## config.mk

```make
export PLATFORM = sky130hd
export DESIGN_NAME = serial_cmp
export DESIGN_NICKNAME = d
export VERILOG_FILES = /design/src/rtl/cmp_pkg.sv /design/src/rtl/digit_cmp.sv /design/src/rtl/serial_cmp.sv
export SDC_FILE = /design/constraint.sdc
export NUM_CORES = 1
export LEC_CHECK = 0
export BUFFER_PORTS_ARGS = -buffer_cell sky130_fd_sc_hd__buf_2
export CORE_MARGIN = 4
export CORE_UTILIZATION = 45
export CTS_CLUSTER_SIZE = 12
export DETAILED_ROUTE_END_ITERATION = 8
export GPL_TIMING_DRIVEN = 0
export PLACE_DENSITY_LB_ADDON = 0.08
export SYNTH_ARGS = -nofsm -noshare
export SYNTH_HDL_FRONTEND = slang
export SYNTH_HIERARCHICAL = 1
export SYNTH_SLANG_ARGS = --single-unit
```

## constraint.sdc

```tcl
create_clock -name clk -period 2.72 [get_ports clk]
set_clock_uncertainty 0.2 [all_clocks]
set_input_delay 0.544 -clock clk [delete_from_list [all_inputs] [get_ports clk]]
set_output_delay 0.544 -clock clk [all_outputs]
set_load 0.1 [all_outputs]
```

## src/rtl/cmp_pkg.sv

```systemverilog
// Shared definitions for the serial magnitude comparator: geometry, sign bias and FSM states.
package cmp_pkg;

    localparam int WIDTH = 16;
    localparam int DIGIT = 4;
    localparam int NDIG  = WIDTH / DIGIT;

    localparam logic [15:0] SIGN_BIAS = 16'h8000;

    typedef enum logic [1:0] {
        IDLE = 2'b00,
        SCAN = 2'b01,
        DONE = 2'b10
    } state_t;

endpackage

```

## src/rtl/digit_cmp.sv

```systemverilog
// Combinational unsigned compare of one digit; equality is signalled by neither flag.
module digit_cmp #(
    parameter int DIGIT = 4
) (
    input  logic [DIGIT-1:0] x,
    input  logic [DIGIT-1:0] y,
    output logic             x_lt,
    output logic             x_gt
);

    assign x_lt = (x < y);
    assign x_gt = (x > y);

endmodule

```

## src/rtl/serial_cmp.sv

```systemverilog
// Multi-cycle MSB-first magnitude comparator with early exit on the first differing digit.
// Signed operands are biased at capture so a single unsigned digit scan covers both modes.
module serial_cmp #(
    parameter int WIDTH = 16,
    parameter int DIGIT = 4
) (
    input  logic             clk,
    input  logic             rst_n,
    input  logic             in_valid,
    output logic             in_ready,
    input  logic [WIDTH-1:0] a,
    input  logic [WIDTH-1:0] b,
    input  logic             is_signed,
    output logic             out_valid,
    input  logic             out_ready,
    output logic             a_lt_b,
    output logic             a_eq_b,
    output logic             a_gt_b,
    output logic             busy
);
    import cmp_pkg::*;

    localparam int NDIG  = WIDTH / DIGIT;
    localparam int CNT_W = (NDIG > 1) ? $clog2(NDIG) : 1;
    localparam logic [CNT_W-1:0] LAST_DIG  = CNT_W'(NDIG - 1);
    localparam logic [WIDTH-1:0] SIGN_MASK = {1'b1, {(WIDTH-1){1'b0}}};

    state_t            state_r, state_s;
    logic [WIDTH-1:0]  a_sh_r, a_sh_s;
    logic [WIDTH-1:0]  b_sh_r, b_sh_s;
    logic [CNT_W-1:0]  cnt_r, cnt_s;
    logic              lt_r, lt_s;
    logic              eq_r, eq_s;
    logic              gt_r, gt_s;
    logic              in_ready_r;
    logic              out_valid_r;
    logic              busy_r;
    logic              dig_lt_s;
    logic              dig_gt_s;

    digit_cmp #(.DIGIT(DIGIT)) u_digit_cmp (
        .x    (a_sh_r[WIDTH-1 -: DIGIT]),
        .y    (b_sh_r[WIDTH-1 -: DIGIT]),
        .x_lt (dig_lt_s),
        .x_gt (dig_gt_s)
    );

    // Next-state, datapath shift and result-flag logic.
    always_comb begin
        state_s = state_r;
        a_sh_s  = a_sh_r;
        b_sh_s  = b_sh_r;
        cnt_s   = cnt_r;
        lt_s    = lt_r;
        eq_s    = eq_r;
        gt_s    = gt_r;
        case (state_r)
            IDLE: begin
                // Operands are only looked at on the accepting edge.
                if (in_valid && in_ready_r) begin
                    a_sh_s  = is_signed ? (a ^ SIGN_MASK) : a;
                    b_sh_s  = is_signed ? (b ^ SIGN_MASK) : b;
                    cnt_s   = '0;
                    state_s = SCAN;
                end else begin
                    state_s = IDLE;
                end
            end
            SCAN: begin
                if (dig_lt_s || dig_gt_s) begin
                    lt_s    = dig_lt_s;
                    gt_s    = dig_gt_s;
                    state_s = DONE;
                end else if (cnt_r == LAST_DIG) begin
                    eq_s    = 1'b1;
                    state_s = DONE;
                end else begin
                    a_sh_s  = a_sh_r << DIGIT;
                    b_sh_s  = b_sh_r << DIGIT;
                    cnt_s   = cnt_r + CNT_W'(1);
                    state_s = SCAN;
                end
            end
            DONE: begin
                if (out_ready) begin
                    lt_s    = 1'b0;
                    eq_s    = 1'b0;
                    gt_s    = 1'b0;
                    state_s = IDLE;
                end else begin
                    state_s = DONE;
                end
            end
            default: begin
                lt_s    = 1'b0;
                eq_s    = 1'b0;
                gt_s    = 1'b0;
                state_s = IDLE;
            end
        endcase
    end

    // State, datapath and registered handshake outputs.
    always_ff @(posedge clk) begin
        if (!rst_n) begin
            state_r     <= IDLE;
            a_sh_r      <= '0;
            b_sh_r      <= '0;
            cnt_r       <= '0;
            lt_r        <= 1'b0;
            eq_r        <= 1'b0;
            gt_r        <= 1'b0;
            in_ready_r  <= 1'b0;
            out_valid_r <= 1'b0;
            busy_r      <= 1'b0;
        end else begin
            state_r     <= state_s;
            a_sh_r      <= a_sh_s;
            b_sh_r      <= b_sh_s;
            cnt_r       <= cnt_s;
            lt_r        <= lt_s;
            eq_r        <= eq_s;
            gt_r        <= gt_s;
            in_ready_r  <= (state_s == IDLE);
            out_valid_r <= (state_s == DONE);
            busy_r      <= (state_s != IDLE);
        end
    end

    assign in_ready  = in_ready_r;
    assign out_valid = out_valid_r;
    assign busy      = busy_r;
    assign a_lt_b    = lt_r;
    assign a_eq_b    = eq_r;
    assign a_gt_b    = gt_r;

endmodule

```

## Yosys cells after proc, flatten, opt, wreduce, memory -nomap -nowiden

Cells that the tools add are included.

| word-level totals | value |
|---|---|
| logic and storage cells | 62 |
| output and inout bits | 6 |
| flip-flop bits (word level) | 42 |

| cells by class | value |
|---|---|
| order comparisons | 2 |
| bitwise gates (word level) | 3 |
| eq/ne operators | 10 |
| reductions and logical operators | 9 |
| mux-type cells | 27 |
| $add $sub $neg | 1 |

Operator list:

| kind | number |
|---|---|
| $mux W16 | 8 |
| $pmux W16 S2 | 2 |
| $mux W2 | 6 |
| $ne A2 B2 Y1 const B | 6 |
| $pmux W1 S3 | 3 |
| $reduce_and A4 Y1 | 2 |
| $eq A2 B2 Y1 const B | 3 |
| $mux W1 | 6 |
| $pmux W2 S3 | 1 |
| $gt A4 B4 Y1 | 1 |
| $logic_not A2 Y1 | 2 |
| $lt A4 B4 Y1 | 1 |
| $pmux W2 S2 | 1 |
| $reduce_bool A2 Y1 | 2 |
| $not A1 Y1 | 3 |
| $reduce_and A3 Y1 | 1 |
| $add A2 B1 Y2 const B | 1 |
| $eq A2 B1 Y1 const B | 1 |
| $logic_and A1 B1 Y1 | 1 |
| $logic_or A1 B1 Y1 | 1 |

## Depth between registers and ports, before layout

Gate-level depths: netlist of the first run.

| logic depth | value |
|---|---|
| word-level depth | 5 |
| depth in mapped cells | 9 |
| gate-level depth less buffers | 8 |

## Hierarchy

The synthesis of the first run kept the hierarchy.

By module, submodules not included:

| module | area an instance (µm²) | cells an instance | times used |
|---|---|---|---|
| serial_cmp | 2,050.7 | 201 | 1 |
| digit_cmp | 113.9 | 15 | 1 |

## Least setup slack after synthesis of the first run

OpenSTA, ideal clock, no wires.

| timing | value |
|---|---|
| path type | reg2reg |
| start point | register b_sh_r[13] |
| end point | register a_sh_r[4] |
| arrival | 1.891 ns |
| stages on the path, launching flop included | 10 |
| data required time | 2.374 ns |
| path buffers | 1 |
| path slack | 0.483 ns |
| cell sequence | dfxtp_1 inv_1 ha_1 nor2b_4 o21bai_1 a2bb2oi_1 or3_4 o21ai_4 buf_6 a211oi_2 |

| between the ends | value |
|---|---|
| cells in the longest elaborated chain, start to end | 4 |
| elaborated cells between the ends (all ways) | 5 |

Ends and longest elaborated chain:

| what | RTL line | source |
|---|---|---|
| start: declaration | serial_cmp.sv:30 | `logic [WIDTH-1:0] b_sh_r, b_sh_s;` |
| start signal: assignment | serial_cmp.sv:119 | `b_sh_r <= b_sh_s;` |
| $gt A4 B4 Y1 | digit_cmp.sv:12 | `assign x_gt = (x > y);` |
| named net dig_gt_s | serial_cmp.sv:39 | `logic dig_gt_s;` |
| $logic_or A1 B1 Y1 | serial_cmp.sv:70 | `if (dig_lt_s \|\| dig_gt_s) begin` |
| $ne A2 B2 Y1 (no line) | - |  |
| $reduce_and A4 Y1 (no line) | - |  |
| end signal: assignment | serial_cmp.sv:118 | `a_sh_r <= a_sh_s;` |
| end: declaration | serial_cmp.sv:29 | `logic [WIDTH-1:0] a_sh_r, a_sh_s;` |

The timed path passes the listed nets, and every way through them passes these cells.
A chain may end at the register's enable or synchronous reset.

## Final worst setup path of the first run

| timing | value |
|---|---|
| start point | register b_sh_r[13] |
| end point | register a_sh_r[5] |

Same word-level chain as after synthesis.

==> results_tabular.tex, run 1 <==
\begin{tabular}{lr}
\hline
Metric & Value \\
\hline
\multicolumn{2}{l}{\textbf{Outcome}} \\
\quad Status & completed \\
\multicolumn{2}{l}{\textbf{Min path}} \\
\quad Path type of the worst min-delay path & reg2reg \\
\quad Min-Delay Path Depth & 2 \\
\multicolumn{2}{l}{\textbf{Timing}} \\
\quad Final setup violation count & 0 \\
\quad Shortest period the worst path allows & 2.47 ns \\
\quad Final Hold Fails & 0 \\
\quad Hold slack & 0.263 ns \\
\quad Setup TNS & 0 ns \\
\quad Worst rel slew slack & 0.507 \\
\quad PnR worst setup slack & 0.255 ns \\
\quad F\_max & 406 MHz \\
\quad Final Max Tran Viols & 0 \\
\quad Worst Max-Slew Pin Slew & 0.739 ns \\
\quad Setup repair after global routing missed its margin & false \\
\quad Share of the clock period used by the worst path & 0.906 \\
\multicolumn{2}{l}{\textbf{Synth}} \\
\quad Average cell area after synthesis & 10.0 µm² \\
\quad Share of the synthesized netlist area taken by xor and xnor gates & 0.00809 \\
\quad Yosys warning total & 6 \\
\quad Basic-gate share of the synthesized area counting and, or, nand and nor cells & 0.0965 \\
\quad Post-synthesis register bit count & 42 \\
\quad Adder-Cell Fraction of Synth Area & 0.0289 \\
\quad Multiplexer share of the synthesized area & 0.111 \\
\quad Post-Syn Area & 0.00216 mm² \\
\quad Synthesized Nets & 258 \\
\quad Synthesized-area fraction occupied by ao, oa, aoi and oai cells & 0.283 \\
\quad Combinational family with the most area after synthesis & compound AO/OA/AOI/OAI gates \\
\quad Number of distinct library cells after synthesis & 36 \\
\quad Number of instances in the synthesized netlist & 216 \\
\quad Dominant cells by area after synthesis & dfxtp\_1, a211oi\_1, mux2i\_1, a211oi\_2, o211ai\_1 \\
\quad Area share of the leading cell type in the synthesized netlist & 0.388 \\
\quad Biggest area consumer among synthesized cells & dfxtp\_1 \\
\quad Sequential share of the synthesized area & 0.388 \\
\multicolumn{2}{l}{\textbf{Pwr}} \\
\quad Leakage power figure & 1.12 nW \\
\quad Total power density per cell area & 961 mW/mm² \\
\quad Largest vdd supply drop & 0.000376 V \\
\quad Power consumption & 2.43 mW \\
\multicolumn{2}{l}{\textbf{Worst setup path}} \\
\quad Data arrival time of the worst path & 2.42 ns \\
\quad CP max FO & 10 \\
\quad Largest stage delay on the critical path & 0.41 ns \\
\quad Cell class contributing the biggest share of worst-path delay & compound AO/OA/AOI/OAI gates \\
\quad Critical Path End Type & flip-flop \\
\quad Buffering stage count on the worst path with inverters included & 2 \\
\quad Count of cells along the worst register-to-register path & 9 \\
\quad Data required time of the worst path & 2.67 ns \\
\quad Worst Path Class, Setup & reg2reg \\
\quad Slowest stage cell, crit path & or3\_4 \\
\quad Critical path launch point type & flip-flop \\
\quad Number of gates on the worst path with buffers counted & 9 \\
\quad Cells along the critical path & inv\_1, ha\_1, nor2b\_4, o21bai\_1, a2bb2oi\_2, or3\_4, o21ai\_4, buf\_6, a211oi\_2 \\
\multicolumn{2}{l}{\textbf{Place}} \\
\quad Instance area at placement & 0.00243 mm² \\
\quad Pre-CTS setup slack & 0.199 ns \\
\quad Final Wtd Congestion & 0.781 \\
\quad Number of port buffers & 41 \\
\quad Post-DP HPWL & 3700 µm \\
\quad DP Cell Count & 309 \\
\multicolumn{2}{l}{\textbf{Routing}} \\
\quad Detailed route wirelength on metal3 & 239 µm \\
\quad First-pass iteration count of the detailed router & 4 \\
\quad Met1 Routed Length & 2530 µm \\
\quad Detail-routed via count per cell & 5.70 \\
\quad Via count & 1806 \\
\quad Post-route antenna net violation count & 0 \\
\quad Uppermost layer routed & met4 \\
\quad Avg WL per Cell & 16.2 µm \\
\quad Met2 wire length & 2320 µm \\
\quad Final Routed Wirelength & 5140 µm \\
\quad Final routed DRC violation total & 0 \\
\quad Iter 0 DRT Violations & 97 \\
\multicolumn{2}{l}{\textbf{Global routing}} \\
\quad Remaining global-route overflow & 0 \\
\quad Initial antenna violation count & 0 \\
\quad Overall track demand over capacity in global routing & 0.180 \\
\quad Vias in the first global route & 1793 \\
\quad Pin count of the biggest net entering global routing & 13 \\
\quad Global-route wire length before repair & 8670 µm \\
\multicolumn{2}{l}{\textbf{Clocking}} \\
\quad Reg clk slew, reported paths & 0.08 ns \\
\quad Total CTS buffers & 5 \\
\quad Sinks on Clock Net & 42 \\
\quad TritonCTS clock tree & yes \\
\quad Source-to-sink clock delay at the later pin of the worst-skew pair & 0.30 ns \\
\quad Post-cts hold buffer count & 0 \\
\quad Clock root cell & clkbuf\_8 \\
\quad Buffer depth of the longest clock path & 2 \\
\quad Htree depth & 2 \\
\multicolumn{2}{l}{\textbf{Job}} \\
\quad Number of max-cap violations & 0 \\
\multicolumn{2}{l}{\textbf{Floorplanning}} \\
\quad Die X & 77.4 µm \\
\quad Ports placed on the boundary & 43 \\
\quad Number of standard-cell rows in the floorplan & 24 \\
\quad Area of the core region & 0.00450 mm² \\
\quad Area of the die & 0.00598 mm² \\
\quad Initial cell density of the core & 0.481 \\
\quad Die outline height & 77.4 µm \\
\multicolumn{2}{l}{\textbf{Layout}} \\
\quad Utilization of the core after routing & 0.562 \\
\quad Number of nets in the final layout & 306 \\
\quad Most common library cell in the layout ignoring fill and taps & buf\_2 \\
\quad Multi-input gate area & 0.00115 mm² \\
\quad Area growth from synthesis to layout & 17.0\% \\
\quad Proportion of layout cells with a drive suffix above 1 & 0.321 \\
\quad Filler-free cell count of the finished design & 317 \\
\quad N\_diodes & 0 \\
\quad Commonest cells after routing, fill and taps aside & buf\_2, dfxtp\_1, a211oi\_1 \\
\quad Total area of sequential cells & 841 µm² \\
\quad Number of filler instances in the final layout & 416 \\
\quad Post-route cell area & 0.00253 mm² \\
\hline
\end{tabular}
path summary, 6_finish.rpt:
check | startpoint | to | slack, ns
max | b_sh_r[13]$_SDFFE_PN0P_ | a_sh_r[5]$_SDFFE_PN0P_ | 0.25
min | b_sh_r[15]$_SDFFE_PN0P_ | b_sh_r[15]$_SDFFE_PN0P_ | 0.26
max reg2reg | b_sh_r[13]$_SDFFE_PN0P_ | a_sh_r[5]$_SDFFE_PN0P_ | 0.25
min reg2reg | b_sh_r[15]$_SDFFE_PN0P_ | b_sh_r[15]$_SDFFE_PN0P_ | 0.26
cell families after synthesis:
| logic type | count (synthesis) |
|---|---|
| compound gates | 80 |
| xor+xnor | 2 |
| fa+ha+maj | 5 |
| buf+inv | 28 |
| flops | 42 |
| mux | 24 |
| simple gates | 35 |
registers in the layout, indices dropped and copies added, names as in the netlist:
name,cells
a_sh_r,16
busy,1
a_gt_b,1
in_ready,1
a_eq_b,1
b_sh_r,16
cnt_r,2
state_r,2
a_lt_b,1
out_valid,1
power by group:
| group | internal, mW | leakage (nW) | switching [mW] |
|---|---|---|---|
| sequential | 0.741 | 0.344 | 0.0653 |
| combinational | 0.440 | 0.727 | 0.763 |
| clock | 0.205 | 0.0482 | 0.218 |
final cells by class:
cell class,count,share of cell area
inverter,5,0.00741
multi-input combinational,146,0.454
tap,52,0.0257
buffer,23,0.0642
clock inverter,1,0.00198
clock buffer,7,0.0341
timing repair buffer,41,0.0810
sequential,42,0.332
repair_timing:
item | CTS | global route
setup endpoints to repair | 0 | 10
setup buffers | 0 | 0
gates resized for setup | 0 | 1
Yosys cell counts, drive strengths merged:
library cell  count
a211o             1
a211oi           44
a21oi            15
a22oi             1
a2bb2oi           1
a31oi             1
and2              2
and3              1
and4bb            1
buf              19
clkbuf            4
dfxtp            42
ha                5
inv               5
mux2i            24
nand2             8
nand2b            1
nand3             9
nand4bb           1
nor2              5
nor2b             2
nor3              1
o211ai           11
o21ai             5
o21bai            1
or3               1
or3b              2
or4               1
xor2              2
metal layers:
| layer | track usage | vias to the layer above |
|---|---|---|
| li1 | - | 915 |
| met1 | 0.247 | 846 |
| met2 | 0.282 | 40 |
| met3 | 0.0440 | 5 |
| met4 | 0.0534 | 0 |
| met5 | 0 | - |
worst register-to-register path, delay by kind of cell (launching register included):
family | cells | cell delay [ns]
AOI/OAI and AO/OA | 4 | 0.67
and+or+nand+nor | 2 | 0.55
DFF | 1 | 0.34
adders and majority gates | 1 | 0.29
buffers and inverters | 2 | 0.27
No activity file was read; power rests on OpenSTA's default activity.
==> run 2: changes to the inputs <==
--- a/config.mk
+++ b/config.mk
@@ -11,7 +11,7 @@
 export CTS_CLUSTER_SIZE = 12
 export DETAILED_ROUTE_END_ITERATION = 8
 export GPL_TIMING_DRIVEN = 0
-export PLACE_DENSITY_LB_ADDON = 0.08
+export PLACE_DENSITY = 0.67
 export SYNTH_ARGS = -nofsm -noshare
 export SYNTH_HDL_FRONTEND = slang
 export SYNTH_HIERARCHICAL = 1
==> results_tabular.tex, run 2 (synthesized netlist as in run 1, its figures left out) <==
\begin{tabular}{lr}
\hline
Metric & Value \\
\hline
\multicolumn{2}{l}{\textbf{Clocking}} \\
\quad Clock root cell & clkbuf\_8 \\
\quad Post-cts hold buffer count & 0 \\
\quad Htree depth & 2 \\
\quad Buffer depth of the longest clock path & 2 \\
\quad Post-CTS setup buffer count & 0 \\
\quad Source-to-sink clock delay at the later pin of the worst-skew pair & 0.29 ns \\
\quad Total CTS buffers & 5 \\
\quad TritonCTS clock tree & yes \\
\quad Number of gates resized after CTS & 0 \\
\quad Sinks on Clock Net & 42 \\
\quad Reg clk slew, reported paths & 0.08 ns \\
\multicolumn{2}{l}{\textbf{Place}} \\
\quad Post-DP HPWL & 3640 µm \\
\quad Final Wtd Congestion & 0.766 \\
\quad DP Cell Count & 309 \\
\quad Instance area at placement & 0.00243 mm² \\
\quad Number of port buffers & 41 \\
\multicolumn{2}{l}{\textbf{Routing}} \\
\quad Iter 0 DRT Violations & 102 \\
\quad Via count & 1787 \\
\quad Final Routed Wirelength & 4950 µm \\
\quad Post-route antenna net violation count & 0 \\
\quad Detail-routed via count per cell & 5.64 \\
\quad First-pass iteration count of the detailed router & 4 \\
\quad Avg WL per Cell & 15.6 µm \\
\quad Final routed DRC violation total & 0 \\
\multicolumn{2}{l}{\textbf{Global routing}} \\
\quad Remaining global-route overflow & 0 \\
\quad Pin count of the biggest net entering global routing & 13 \\
\quad Global-route wire length before repair & 8160 µm \\
\quad Overall track demand over capacity in global routing & 0.167 \\
\quad Initial antenna violation count & 0 \\
\quad Vias in the first global route & 1710 \\
\multicolumn{2}{l}{\textbf{Timing}} \\
\quad Shortest period the worst path allows & 2.52 ns \\
\quad Final setup violation count & 0 \\
\quad Worst rel slew slack & 0.542 \\
\quad Setup repair after global routing missed its margin & false \\
\quad F\_max & 397 MHz \\
\quad Final Hold Fails & 0 \\
\quad Worst Max-Slew Pin Slew & 0.687 ns \\
\quad Final Max Tran Viols & 0 \\
\quad Setup TNS & 0 ns \\
\quad Share of the clock period used by the worst path & 0.926 \\
\multicolumn{2}{l}{\textbf{Worst setup path}} \\
\quad Critical path launch point type & flip-flop \\
\quad Data arrival time of the worst path & 2.54 ns \\
\quad Largest stage delay on the critical path & 0.42 ns \\
\quad Slowest stage cell, crit path & a2bb2oi\_1 \\
\quad Data required time of the worst path & 2.74 ns \\
\quad Critical Path End Type & flip-flop \\
\quad Worst Path Class, Setup & reg2reg \\
\quad CP max FO & 10 \\
\quad Cells along the critical path & inv\_1, ha\_1, nand2\_1, o21bai\_1, a2bb2oi\_1, or3\_4, clkbuf\_1, o211ai\_1, a21oi\_1 \\
\multicolumn{2}{l}{\textbf{Pwr}} \\
\quad Switching Fraction & 0.425 \\
\quad Clock power frac & 0.174 \\
\quad Power consumption & 2.40 mW \\
\quad Share of power burned in combinational logic & 0.489 \\
\quad Internal Power & 1.38 mW \\
\quad Switching pwr & 1.02 mW \\
\quad Portion of total power attributed to sequential cells & 0.337 \\
\quad Total power density per cell area & 948 mW/mm² \\
\quad Largest vdd supply drop & 0.000393 V \\
\quad Leakage power figure & 1.12 nW \\
\multicolumn{2}{l}{\textbf{Floorplanning}} \\
\quad Initial cell density of the core & 0.481 \\
\quad Number of standard-cell rows in the floorplan & 24 \\
\quad Die X & 77.4 µm \\
\quad Area of the die & 0.00598 mm² \\
\quad Area of the core region & 0.00450 mm² \\
\quad Die outline height & 77.4 µm \\
\quad Ports placed on the boundary & 43 \\
\multicolumn{2}{l}{\textbf{Layout}} \\
\quad Most common library cell in the layout ignoring fill and taps & buf\_2 \\
\quad Post-route cell area & 0.00253 mm² \\
\quad Multi-input gate area & 0.00114 mm² \\
\quad Proportion of layout cells with a drive suffix above 1 & 0.317 \\
\quad Biggest registers after layout & a\_sh\_r (16), b\_sh\_r (16) \\
\quad Number of filler instances in the final layout & 443 \\
\quad Number of nets in the final layout & 306 \\
\quad Area growth from synthesis to layout & 16.7\% \\
\quad Total area of sequential cells & 841 µm² \\
\quad Commonest cells after routing, fill and taps aside & buf\_2, dfxtp\_1, a211oi\_1 \\
\quad N\_diodes & 0 \\
\quad Filler-free cell count of the finished design & 317 \\
\multicolumn{2}{l}{\textbf{Min path}} \\
\quad Path type of the worst min-delay path & reg2reg \\
\multicolumn{2}{l}{\textbf{Outcome}} \\
\quad Status & completed \\
\multicolumn{2}{l}{\textbf{Job}} \\
\quad Number of max-cap violations & 0 \\
\hline
\end{tabular}
-- run 2: cell counts in the layout (fill, tap and decap cells not counted) --
Identical to the previous run, type by type.
-- run 2: area by class of cell --
cell class,count,area share
clock inverters,1,0.00198
multi-input cells,146,0.452
repair buffers,41,0.0812
flip-flops and latches,42,0.333
well taps,52,0.0258
plain buffers,23,0.0644
inverters,5,0.00743
clock buffers,7,0.0342
-- run 2: power groups by stage --
stage          Combinational (mW)  Clock [mW]  Sequential [mW]
6_report                     1.17       0.417            0.808
5_1_grt                      1.28       0.447            0.822
4_1_cts                      1.18       0.419            0.808
3_5_place_dp                 1.16           0            0.823
3_3_place_gp                 1.16           0            0.818
2_1_floorplan               0.830           0            0.901
-- run 2: final timing paths --
| kind | startpoint | endpoint | slack (ns) | cells after the start |
|---|---|---|---|---|
| min reg2reg | b_sh_r[15]$_SDFFE_PN0P_ | b_sh_r[15]$_SDFFE_PN0P_ | 0.26 | 2 |
| min | b_sh_r[15]$_SDFFE_PN0P_ | b_sh_r[15]$_SDFFE_PN0P_ | 0.26 | 2 |
| max | b_sh_r[15]$_SDFFE_PN0P_ | cnt_r[1]$_SDFFE_PN0P_ | 0.20 | 9 |
| max reg2reg | b_sh_r[15]$_SDFFE_PN0P_ | cnt_r[1]$_SDFFE_PN0P_ | 0.20 | 9 |
-- run 2: worst max-delay path: cells and delay by family, from the launching register on --
kind            cells  cell delay, ns
compound gates      4            0.88
buf+inv             2            0.43
flops               1            0.34
simple gates        2            0.32
fa+ha+maj           1            0.28
-- run 2: layer usage --
layer | track usage | share of wire
met5 | 0 | 0
met4 | 0.0374 | 0.012
met3 | 0.0405 | 0.059
met2 | 0.267 | 0.46
met1 | 0.230 | 0.47
-- run 2: per-stage QoR --
stage	hold WS, ns	utilization	setup slack (ns)
finish	0.264	0.561	0.202
floorplan	0.235	-	0.483
global placement	0.247	0.541	0.243
global route	0.285	0.561	0.0159
detailed placement	0.257	0.541	0.221
CTS	0.268	0.561	0.195
